==> config.mk <==
export PLATFORM = sky130hd
export DESIGN_NAME = instr_fetch_unit
export DESIGN_NICKNAME = d
export VERILOG_FILES = /design/src/rtl/fetch_pkg.sv /design/src/rtl/fetch_fifo.sv /design/src/rtl/instr_fetch_unit.sv
export SDC_FILE = /design/constraint.sdc
export NUM_CORES = 1
export LEC_CHECK = 0
export BUFFER_PORTS_ARGS = -buffer_cell sky130_fd_sc_hd__buf_2
export CAP_MARGIN = 20
export CELL_PAD_IN_SITES_DETAIL_PLACEMENT = 0
export CELL_PAD_IN_SITES_GLOBAL_PLACEMENT = 1
export CORE_MARGIN = 2
export CORE_UTILIZATION = 35
export DETAILED_ROUTE_END_ITERATION = 12
export PLACE_DENSITY_LB_ADDON = 0.08
export SKIP_CTS_REPAIR_TIMING = 1
export SYNTH_ARGS = -nofsm -noshare
export SYNTH_HDL_FRONTEND = slang
export SYNTH_HIERARCHICAL = 1
export SYNTH_SLANG_ARGS = --single-unit
==> constraint.sdc <==
create_clock -name clk -period 8.7 [get_ports clk]
set_input_delay 1.305 -clock clk [delete_from_list [all_inputs] [get_ports clk]]
set_output_delay 1.305 -clock clk [all_outputs]
set_load 0.03 [all_outputs]
==> src/rtl/fetch_pkg.sv <==
// Shared state encoding, constants and RV32I field positions for the fetch path.
package fetch_pkg;

    typedef enum logic [1:0] {
        ST_IDLE = 2'd0,
        ST_REQ  = 2'd1,
        ST_WAIT = 2'd2,
        ST_DROP = 2'd3
    } fetch_state_e;

    localparam logic [31:0] NOP_INSTR = 32'h0000_0013;

    localparam int OP_LSB = 0;
    localparam int OP_MSB = 6;
    localparam int F3_LSB = 12;
    localparam int F3_MSB = 14;
    localparam int F7_LSB = 25;
    localparam int F7_MSB = 31;

endpackage

==> src/rtl/fetch_fifo.sv <==
// Instruction buffer: pointers carry a wrap bit so full and empty are distinct;
// flush is synchronous and overrides push/pop.
module fetch_fifo #(
    parameter int WIDTH = 64,
    parameter int DEPTH = 2
) (
    input  logic                    clk,
    input  logic                    rst,
    input  logic                    flush,
    input  logic                    push,
    input  logic                    pop,
    input  logic [WIDTH-1:0]        wdata,
    output logic [WIDTH-1:0]        rdata,
    output logic [$clog2(DEPTH):0]  count
);
    localparam int PW = $clog2(DEPTH);

    logic [PW:0]      wr_ptr_q, wr_ptr_d;
    logic [PW:0]      rd_ptr_q, rd_ptr_d;
    logic [WIDTH-1:0] mem_q [DEPTH];

    always_comb begin
        wr_ptr_d = wr_ptr_q;
        rd_ptr_d = rd_ptr_q;
        if (flush) begin
            wr_ptr_d = '0;
            rd_ptr_d = '0;
        end else begin
            if (push) wr_ptr_d = wr_ptr_q + (PW+1)'(1);
            if (pop)  rd_ptr_d = rd_ptr_q + (PW+1)'(1);
        end
    end

    always_ff @(posedge clk or negedge rst) begin
        if (!rst) begin
            wr_ptr_q <= '0;
            rd_ptr_q <= '0;
        end else begin
            wr_ptr_q <= wr_ptr_d;
            rd_ptr_q <= rd_ptr_d;
        end
    end

    // Push into a full buffer only happens alongside a pop, so the slot being
    // overwritten is the head that leaves this cycle.
    always_ff @(posedge clk) begin
        if (push && !flush) mem_q[wr_ptr_q[PW-1:0]] <= wdata;
    end

    assign count = wr_ptr_q - rd_ptr_q;
    assign rdata = mem_q[rd_ptr_q[PW-1:0]];

endmodule

==> src/rtl/instr_fetch_unit.sv <==
// Fetch front end: owns the PC, issues one outstanding imem request at a time,
// buffers responses for decode and discards the stale response after a redirect.
module instr_fetch_unit
    import fetch_pkg::*;
#(
    parameter int              XLEN       = 32,
    parameter logic [XLEN-1:0] RESET_PC   = '0,
    parameter int              FIFO_DEPTH = 2
) (
    input  logic            clk,
    input  logic            rst,
    output logic            imem_req_valid,
    input  logic            imem_req_ready,
    output logic [XLEN-1:0] imem_req_addr,
    input  logic            imem_rsp_valid,
    input  logic [31:0]     imem_rsp_data,
    input  logic            redirect_valid,
    input  logic [XLEN-1:0] redirect_pc,
    output logic            instr_valid,
    input  logic            instr_ready,
    output logic [31:0]     instr_data,
    output logic [XLEN-1:0] instr_pc,
    output logic [6:0]      op,
    output logic [2:0]      funct3,
    output logic [6:0]      funct7,
    output logic            fetch_busy
);
    localparam int PW = $clog2(FIFO_DEPTH);
    localparam int EW = XLEN + 32;

    fetch_state_e    state_q, state_d;
    logic [XLEN-1:0] fetch_pc_q, fetch_pc_d;
    logic [PW:0]     count;
    logic [PW+1:0]   occ, occ_after;
    logic            space, space_after, push, pop;
    logic [EW-1:0]   fifo_rdata, head;

    assign pop = instr_valid && instr_ready && !redirect_valid;

    // An outstanding request reserves a slot so a later push cannot overflow.
    assign occ         = {1'b0, count} + {{(PW+1){1'b0}}, state_q == ST_WAIT};
    assign space       = occ < (PW+2)'(FIFO_DEPTH);
    assign occ_after   = {1'b0, count} + (PW+2)'(1) - {{(PW+1){1'b0}}, pop};
    assign space_after = occ_after < (PW+2)'(FIFO_DEPTH);

    always_comb begin
        state_d    = state_q;
        fetch_pc_d = fetch_pc_q;
        push       = 1'b0;
        case (state_q)
            ST_IDLE: if (space) state_d = ST_REQ;
            ST_REQ: begin
                if (imem_req_ready) begin
                    state_d    = ST_WAIT;
                    fetch_pc_d = fetch_pc_q + XLEN'(4);
                end
            end
            ST_WAIT: begin
                if (imem_rsp_valid) begin
                    push    = 1'b1;
                    state_d = space_after ? ST_REQ : ST_IDLE;
                end
            end
            ST_DROP: if (imem_rsp_valid) state_d = ST_REQ;
            default: state_d = ST_IDLE;
        endcase

        // A response owed at the edge (accepted now or still pending) must be
        // swallowed in DROP; one arriving this cycle is discarded right here.
        if (redirect_valid) begin
            push       = 1'b0;
            fetch_pc_d = redirect_pc & ~XLEN'(3);
            state_d    = ST_REQ;
            if ((state_q == ST_REQ && imem_req_ready) ||
                ((state_q == ST_WAIT || state_q == ST_DROP) && !imem_rsp_valid))
                state_d = ST_DROP;
        end
    end

    always_ff @(posedge clk or negedge rst) begin
        if (!rst) begin
            state_q    <= ST_IDLE;
            fetch_pc_q <= RESET_PC;
        end else begin
            state_q    <= state_d;
            fetch_pc_q <= fetch_pc_d;
        end
    end

    fetch_fifo #(
        .WIDTH (EW),
        .DEPTH (FIFO_DEPTH)
    ) u_fifo (
        .clk   (clk),
        .rst   (rst),
        .flush (redirect_valid),
        .push  (push),
        .pop   (pop),
        .wdata ({fetch_pc_q - XLEN'(4), imem_rsp_data}),
        .rdata (fifo_rdata),
        .count (count)
    );

    assign instr_valid    = (count != '0);
    assign head           = instr_valid ? fifo_rdata : {RESET_PC, NOP_INSTR};
    assign instr_pc       = head[EW-1:32];
    assign instr_data     = head[31:0];
    assign op             = instr_data[OP_MSB:OP_LSB];
    assign funct3         = instr_data[F3_MSB:F3_LSB];
    assign funct7         = instr_data[F7_MSB:F7_LSB];

    assign imem_req_valid = (state_q == ST_REQ);
    assign imem_req_addr  = fetch_pc_q;
    assign fetch_busy     = (state_q != ST_IDLE);

endmodule

== Word-level counts from Yosys, hierarchy flattened ==
Memories as Yosys holds them, arrays and structs flattened.
Index checks and enable logic that the tools add are counted.

* Memories kept: 1
* RAM bits: 128
* Register bits after elaboration: 38
* Input bits: 70
* Output and inout port bits: 116

{| class="wikitable"
|+ Memory list
! name !! depth !! width !! read ports !! clocked after Yosys merged registers in !! write ports !! RTL line !! RTL
|-
| u_fifo.mem_q || 2 || 64 || 1 || 0 || 1 || fetch_fifo.sv:20 || <nowiki>logic [WIDTH-1:0] mem_q [DEPTH];</nowiki>
|}

* Equality and inequality tests: 7
* Mux-type cells: 21
* Reduce and logical (&&, ||, !) cells: 18
* Magnitude comparators: 2
* Add/subtract/negate cells: 8

{| class="wikitable"
|+ Operators by type and width
! operator !! number
|-
| $mux 32 || 3
|-
| $mux 64 || 1
|-
| $add 32x3->32 const B || 1
|-
| $sub 32x3->32 const B || 1
|-
| $mux 2 || 10
|-
| $reduce_bool 2->1 || 6
|-
| $ne 3x3->1 const B || 3
|-
| $pmux 2 s4 || 1
|-
| $lt 3x2->1 const B || 2
|-
| $mux 1 || 6
|-
| $logic_and 1x1->1 || 5
|-
| $add 2x1->2 const B || 2
|-
| $eq 2x2->1 const B || 2
|-
| $reduce_and 4->1 || 1
|-
| $add 2x1->3 || 1
|-
| $add 2x1->3 const B || 1
|-
| $ne 3x1->1 const B || 1
|-
| $sub 3x1->3 || 1
|-
| $eq 2x1->1 const B || 1
|-
| $logic_not 1->1 || 2
|-
| $logic_not 2->1 || 1
|-
| $logic_or 1x1->1 || 2
|-
| $reduce_and 2->1 || 1
|-
| $sub 2x2->2 || 1
|}

== Depth between registers and ports, before layout ==
* Depth in word-level cells: 10
* Gate-level depth with buffers: 9

== Modules after synthesis ==
Netlist, hierarchy kept.

{| class="wikitable"
|+ Modules (own cells, without submodules)
! module !! area an instance (um^2) !! times used !! cells each
|-
| fetch_fifo || 4843.4 || 1 || 220
|-
| instr_fetch_unit || 2957.8 || 1 || 388
|}

== Worst setup path before layout ==
Ideal clock, no wire load.

* Path kind: input -> register
* From: input redirect_valid
* To: memory u_fifo.mem_q[0][0], enable pin
* Setup slack: 1.332 ns
* Required time: 8.122 ns
* Stages on the path: 4
* Data arrival time: 6.789 ns
* Path through: clkbuf_1 > clkbuf_1 > nor3_1 > nor3b_1

* Cells in the longest elaborated chain, start to end: 4

{| class="wikitable"
|+ Ends and longest elaborated chain
! element !! RTL line !! RTL
|-
| from (decl) || instr_fetch_unit.sv:17 || <nowiki>input logic redirect_valid,</nowiki>
|-
| $mux 1 || instr_fetch_unit.sv:70 || <nowiki>if (redirect_valid) begin</nowiki>
|-
| net push || instr_fetch_unit.sv:35 || <nowiki>logic space, space_after, push, pop;</nowiki>
|-
| $logic_and 1x1->1 || fetch_fifo.sv:47 || <nowiki>if (push && !flush) mem_q[wr_ptr_q[PW-1:0]] <= wdata;</nowiki>
|-
| $mux 1 || fetch_fifo.sv:47 ||
|-
| $mux 1 (implied by the code) || fetch_fifo.sv:47 ||
|-
| to (decl) || fetch_fifo.sv:20 ||
|}

The timed path passes the listed nets, and every way through them passes these cells.

== Final worst setup path ==
* From: register u_fifo.rd_ptr_q[0]
* To: output op[3]

* Cells in the longest elaborated chain, start to end: 3

{| class="wikitable"
|+ Ends and longest elaborated chain
! element !! RTL line !! RTL
|-
| from (decl) || fetch_fifo.sv:19 || <nowiki>logic [PW:0] rd_ptr_q, rd_ptr_d;</nowiki>
|-
| from (signal assigned) || fetch_fifo.sv:40 || <nowiki>rd_ptr_q <= rd_ptr_d;</nowiki>
|-
| $sub 2x2->2 || fetch_fifo.sv:50 || <nowiki>assign count = wr_ptr_q - rd_ptr_q;</nowiki>
|-
| net count[1] || instr_fetch_unit.sv:33 || <nowiki>logic [PW:0] count;</nowiki>
|-
| $reduce_bool 2->1 || instr_fetch_unit.sv:104 || <nowiki>assign instr_valid = (count != '0);</nowiki>
|-
| $mux 64 || instr_fetch_unit.sv:105 || <nowiki>assign head = instr_valid ? fifo_rdata : {RESET_PC, NOP_INSTR};</nowiki>
|-
| to (decl) || instr_fetch_unit.sv:23 || <nowiki>output logic [6:0] op,</nowiki>
|}

The timed path passes the listed nets, and every way through them passes these cells.

==> flow_summary.rst <==
.. list-table::
   :header-rows: 1

   * - Metric
     - Value
   * - Hold_ws
     - 0.585 ns
   * - Compound-Gate Fraction of Synth Area
     - about 3.0%
   * - Synthesis warning total
     - 6
   * - Launching point of the worst reg2reg path
     - state_q[1]
   * - Fraction of power spent switching nets
     - about a quarter
   * - Post-route standard cell area excluding fillers
     - 9390 um2
   * - HPWL after detailed placement
     - 12300 um
   * - Number of levels in the clock H-tree
     - 4
   * - Commonest register cell after synthesis
     - sky130_fd_sc_hd__edfxtp_1
   * - Floorplan die width
     - 153 um
   * - CP Capture Point
     - op[3]
   * - Number of buffers created by CTS
     - 17
   * - Fmax
     - 0.224 GHz
   * - Floorplan die area
     - 23500 um2
   * - Top fanout value on the critical path
     - 68
   * - Final max-slew violation count
     - 0
   * - Cell taking the most area after synthesis
     - sky130_fd_sc_hd__edfxtp_1
   * - Core footprint
     - between 20000 and 25000 um2
   * - Number of flops mapped to enable cells by yosys
     - around 130
   * - Post-synthesis share of cell area spent on xor and xnor gates
     - 6.29%
   * - Synthesized area per cell
     - 12.8 um2
   * - Main combinational cell family by area after synthesis
     - simple AND/OR/NAND/NOR gates
   * - Hold/Removal Path Class
     - flop to flop
   * - Required time worst endpoint
     - between 7 and 8 ns
   * - Worst skew pair latency
     - 0.41 ns
   * - Tot GR Track Use
     - 15.7%
   * - Internal power component
     - 1.37 mW
   * - Share of the yosys chip area belonging to registers
     - between 60 and 70%
   * - DRC violation count after routing
     - 0
   * - Top post-synthesis cells by area
     - sky130_fd_sc_hd__edfxtp_1 49%, sky130_fd_sc_hd__dfrtp_1 12%, sky130_fd_sc_hd__mux2_2 9.1%
   * - Largest net degree at the start of global routing
     - 69
   * - Worst setup SP type
     - flop
   * - Synth-to-Final Area Change
     - 20.3%
   * - Final GP Congestion
     - ~0.76
   * - Setup repair after global routing missed its margin
     - false
   * - Synthesis-stage register bit count
     - ~160
   * - Simple logic cell fraction of the synthesized area
     - 15.2%
   * - Proportion of layout cells with a drive suffix above 1
     - between 30% and 40%
   * - Post-synthesis share of cell area spent on full adders, half adders and majority gates
     - less than 1%
   * - Worst setup path class
     - flop to output port
   * - Count of final setup violators
     - 0
   * - Global-route wire length before repair
     - 28800 um
   * - Count of maximum capacitance violations
     - 0
   * - Routed wire length
     - 18400 um
   * - Cell area power density
     - 197 nW/um2
   * - Outcome
     - finished clean
   * - Clock slew at the register clock pins of the worst setup and hold paths
     - ~0.06 ns
   * - Detail Route Antenna Nets
     - 0
   * - Net Switching
     - 0.486 mW
   * - Setup crit end kind
     - output port
   * - DIE HEIGHT
     - between 150 and 200 um
   * - Startpoint of the worst setup timing path
     - u_fifo/rd_ptr_q[0]
   * - Final Critical Period
     - between 4 and 5 ns
   * - Portion of total power attributed to the clock network
     - 39.7%
   * - Number of global-route vias before repair
     - 5289
   * - Placed standard-cell area
     - 8800 um2
   * - Leak pwr
     - 3.71 nW
   * - RR Endpoint
     - u_fifo/mem_q[1][50]
   * - Peak VDD IR
     - 0.118 mV
   * - Setup TNS
     - 0 ns
   * - Share of the synthesized area in the top cell type
     - 49.3%
   * - Via density per instance
     - between 4 and 5
   * - Actual transition at the worst max-transition pin
     - 0.959 ns
   * - Antenna violations before repair
     - 3
   * - Rel. slew slack
     - 36.1%
   * - CTS max path bufs
     - 2
   * - I/O pin total
     - around 190
   * - Synth unique cells
     - about 40
   * - Non-Filler Instances
     - 1053
   * - Leading cell types by count after synthesis
     - 128 x sky130_fd_sc_hd__edfxtp_1, 63 x sky130_fd_sc_hd__mux2_2, 61 x sky130_fd_sc_hd__and2_1
   * - Layout Skew
     - around 0.012 ns
   * - Number of inserted filler cells in the final layout
     - 2106
   * - Number of input and output port buffers inserted
     - 181
   * - Asr flop ratio synth
     - 22.0%
   * - TritonCTS clock tree
     - yes
   * - Total power
     - 1.85 mW
   * - Post-route core utilization
     - 43.0%
   * - Library cell used as clock root buffer
     - sky130_fd_sc_hd__clkbuf_16
   * - Num rows
     - 54
   * - Fraction of synthesized area in multiplexers
     - roughly a tenth
   * - Iteration-0 DRC Markers
     - 233
   * - Data arrival time of the critical path
     - approximately 3.2 ns
   * - Instance count after placement with tap cells included
     - slightly above 1000
   * - Overflow left after global routing
     - 0
   * - Number of vias after detailed routing
     - 5033
   * - Number of iterations in the first detailed-routing pass
     - 4
   * - Register-to-Register Setup Slack
     - about 5.7 ns
   * - Hold violation total from the final report
     - 0
   * - Number of nets in the layout
     - ~830
   * - Most numerous cell in the Yosys netlist
     - sky130_fd_sc_hd__edfxtp_1
   * - Worst reg2reg path depth
     - 4
   * - CTS sink cnt
     - 164
   * - Worst setup slack after layout
     - 4.23 ns
   * - Worst Setup Slack post-DPL
     - 4.24 ns
   * - Initial Util
     - 35.7%
   * - DR WL/cell
     - 17.4 um
   * - Period utilization
     - approximately 50%
   * - Sequential group share of total power
     - 49.0%
   * - Gate count after technology mapping
     - 608
   * - Combinational group share of total power
     - 11.3%
   * - Summed instance area of the synthesized netlist
     - 7800 um2
## kinds of logic after synthesis
| family | Yosys count |
|---|---|
| AO/OA/AOI/OAI | 43 |
| XOR/XNOR | 56 |
| adder cells (fa/ha/maj) | 3 |
| buffers and inverters | 67 |
| flip-flops | 164 |
| multiplexers | 66 |
| other | 1 |
| AND/OR/NAND/NOR | 208 |
## cells in the final DEF (no fill, tap or decap), types with 3 or more instances in the layout
| cell | count |
|---|---|
| sky130_fd_sc_hd__inv_1 | 8 |
| sky130_fd_sc_hd__nand3b_1 | 3 |
| sky130_fd_sc_hd__mux2_1 | 3 |
| sky130_fd_sc_hd__clkinvlp_4 | 3 |
| sky130_fd_sc_hd__or3_1 | 4 |
| sky130_fd_sc_hd__clkbuf_16 | 17 |
| sky130_fd_sc_hd__ha_1 | 3 |
| sky130_fd_sc_hd__dfrtp_1 | 35 |
| sky130_fd_sc_hd__and4_1 | 4 |
| sky130_fd_sc_hd__nand2b_1 | 7 |
| sky130_fd_sc_hd__buf_2 | 181 |
| sky130_fd_sc_hd__o21ai_0 | 34 |
| sky130_fd_sc_hd__nor4_1 | 9 |
| sky130_fd_sc_hd__nor3_1 | 12 |
| sky130_fd_sc_hd__mux2_2 | 63 |
| sky130_fd_sc_hd__nand4_1 | 13 |
| sky130_fd_sc_hd__or2_2 | 4 |
| sky130_fd_sc_hd__nor2_1 | 16 |
| sky130_fd_sc_hd__nand3_1 | 7 |
| sky130_fd_sc_hd__nand2_1 | 48 |
| sky130_fd_sc_hd__xor2_1 | 33 |
| sky130_fd_sc_hd__or4_1 | 3 |
| sky130_fd_sc_hd__edfxtp_1 | 128 |
| sky130_fd_sc_hd__a21oi_1 | 5 |
| sky130_fd_sc_hd__and2_1 | 61 |
| sky130_fd_sc_hd__buf_4 | 4 |
| sky130_fd_sc_hd__conb_1 | 6 |
| sky130_fd_sc_hd__xnor2_1 | 23 |
| sky130_fd_sc_hd__inv_6 | 3 |
| sky130_fd_sc_hd__and3_1 | 5 |
## layer usage
metal | global-route usage [%] | part of all wire, % | vias up
li1 | - | - | 2435
met1 | 19.7 | 44 | 2446
met2 | 26.7 | 50 | 135
met5 | 0 | 0.15 | -
met4 | 4.23 | 0.94 | 4
met3 | 4.54 | 5.3 | 13
## worst max-delay path, cell delays in order, from the launching register on
cell and delay (ns):
sky130_fd_sc_hd__dfrtp_2 0.33, sky130_fd_sc_hd__buf_4 0.70, sky130_fd_sc_hd__ha_1 0.30, sky130_fd_sc_hd__xnor2_1 0.13, sky130_fd_sc_hd__xnor2_1 0.15, sky130_fd_sc_hd__or2_2 0.46, sky130_fd_sc_hd__buf_12 0.25, sky130_fd_sc_hd__and2_1 0.18
sky130_fd_sc_hd__buf_2 0.20
## registers in the layout (all words and copies together), names as in the netlist
signal / cells
state_q: 2
u_fifo/rd_ptr_q: 2
u_fifo/mem_q: 128
imem_req_addr: 30
u_fifo/wr_ptr_q: 2
## worst min-delay path by stage
stage / slack (ns) / endpoint / from / depth (start not counted)
CTS: 0.59 / u_fifo/rd_ptr_q[1] / u_fifo/rd_ptr_q[1] / 2
detailed placement: 0.58 / u_fifo/rd_ptr_q[1] / u_fifo/rd_ptr_q[1] / 2
global placement: 0.56 / u_fifo/wr_ptr_q[1] / u_fifo/wr_ptr_q[1] / 2
global route: 0.63 / u_fifo/rd_ptr_q[1] / u_fifo/rd_ptr_q[1] / 2
finish: 0.59 / u_fifo/rd_ptr_q[1] / u_fifo/rd_ptr_q[1] / 2
floorplan: 0.53 / state_q[0] / state_q[0] / 2
## layout make-up
class | count | area [um2] | area share (%)
Inverter | 8 | 30.0 | 0.320
Clock buffer | 17 | 425 | 4.53
Tap cell | 280 | 350 | 3.73
Antenna cell | 1 | 2.50 | 0.0267
Timing Repair Buffer | 187 | 963 | 10.3
Sequential cell | 164 | 4750 | 50.6
Clock inverter | 14 | 151 | 1.61
Multi-Input combinational cell | 382 | 2720 | 28.9
## power groups by stage
| stage | sequential, mW | combinational (mW) | clock, mW |
|---|---|---|---|
| after floorplan | 0.932 | 0.128 | 0 |
| after global placement | 0.924 | 0.208 | 0 |
| after detailed placement | 0.924 | 0.212 | 0 |
| after CTS | 0.908 | 0.214 | 0.761 |
| after global routing | 0.912 | 0.229 | 0.792 |
| final | 0.908 | 0.209 | 0.736 |
Note: power is estimated with default switching activity, not from simulation.
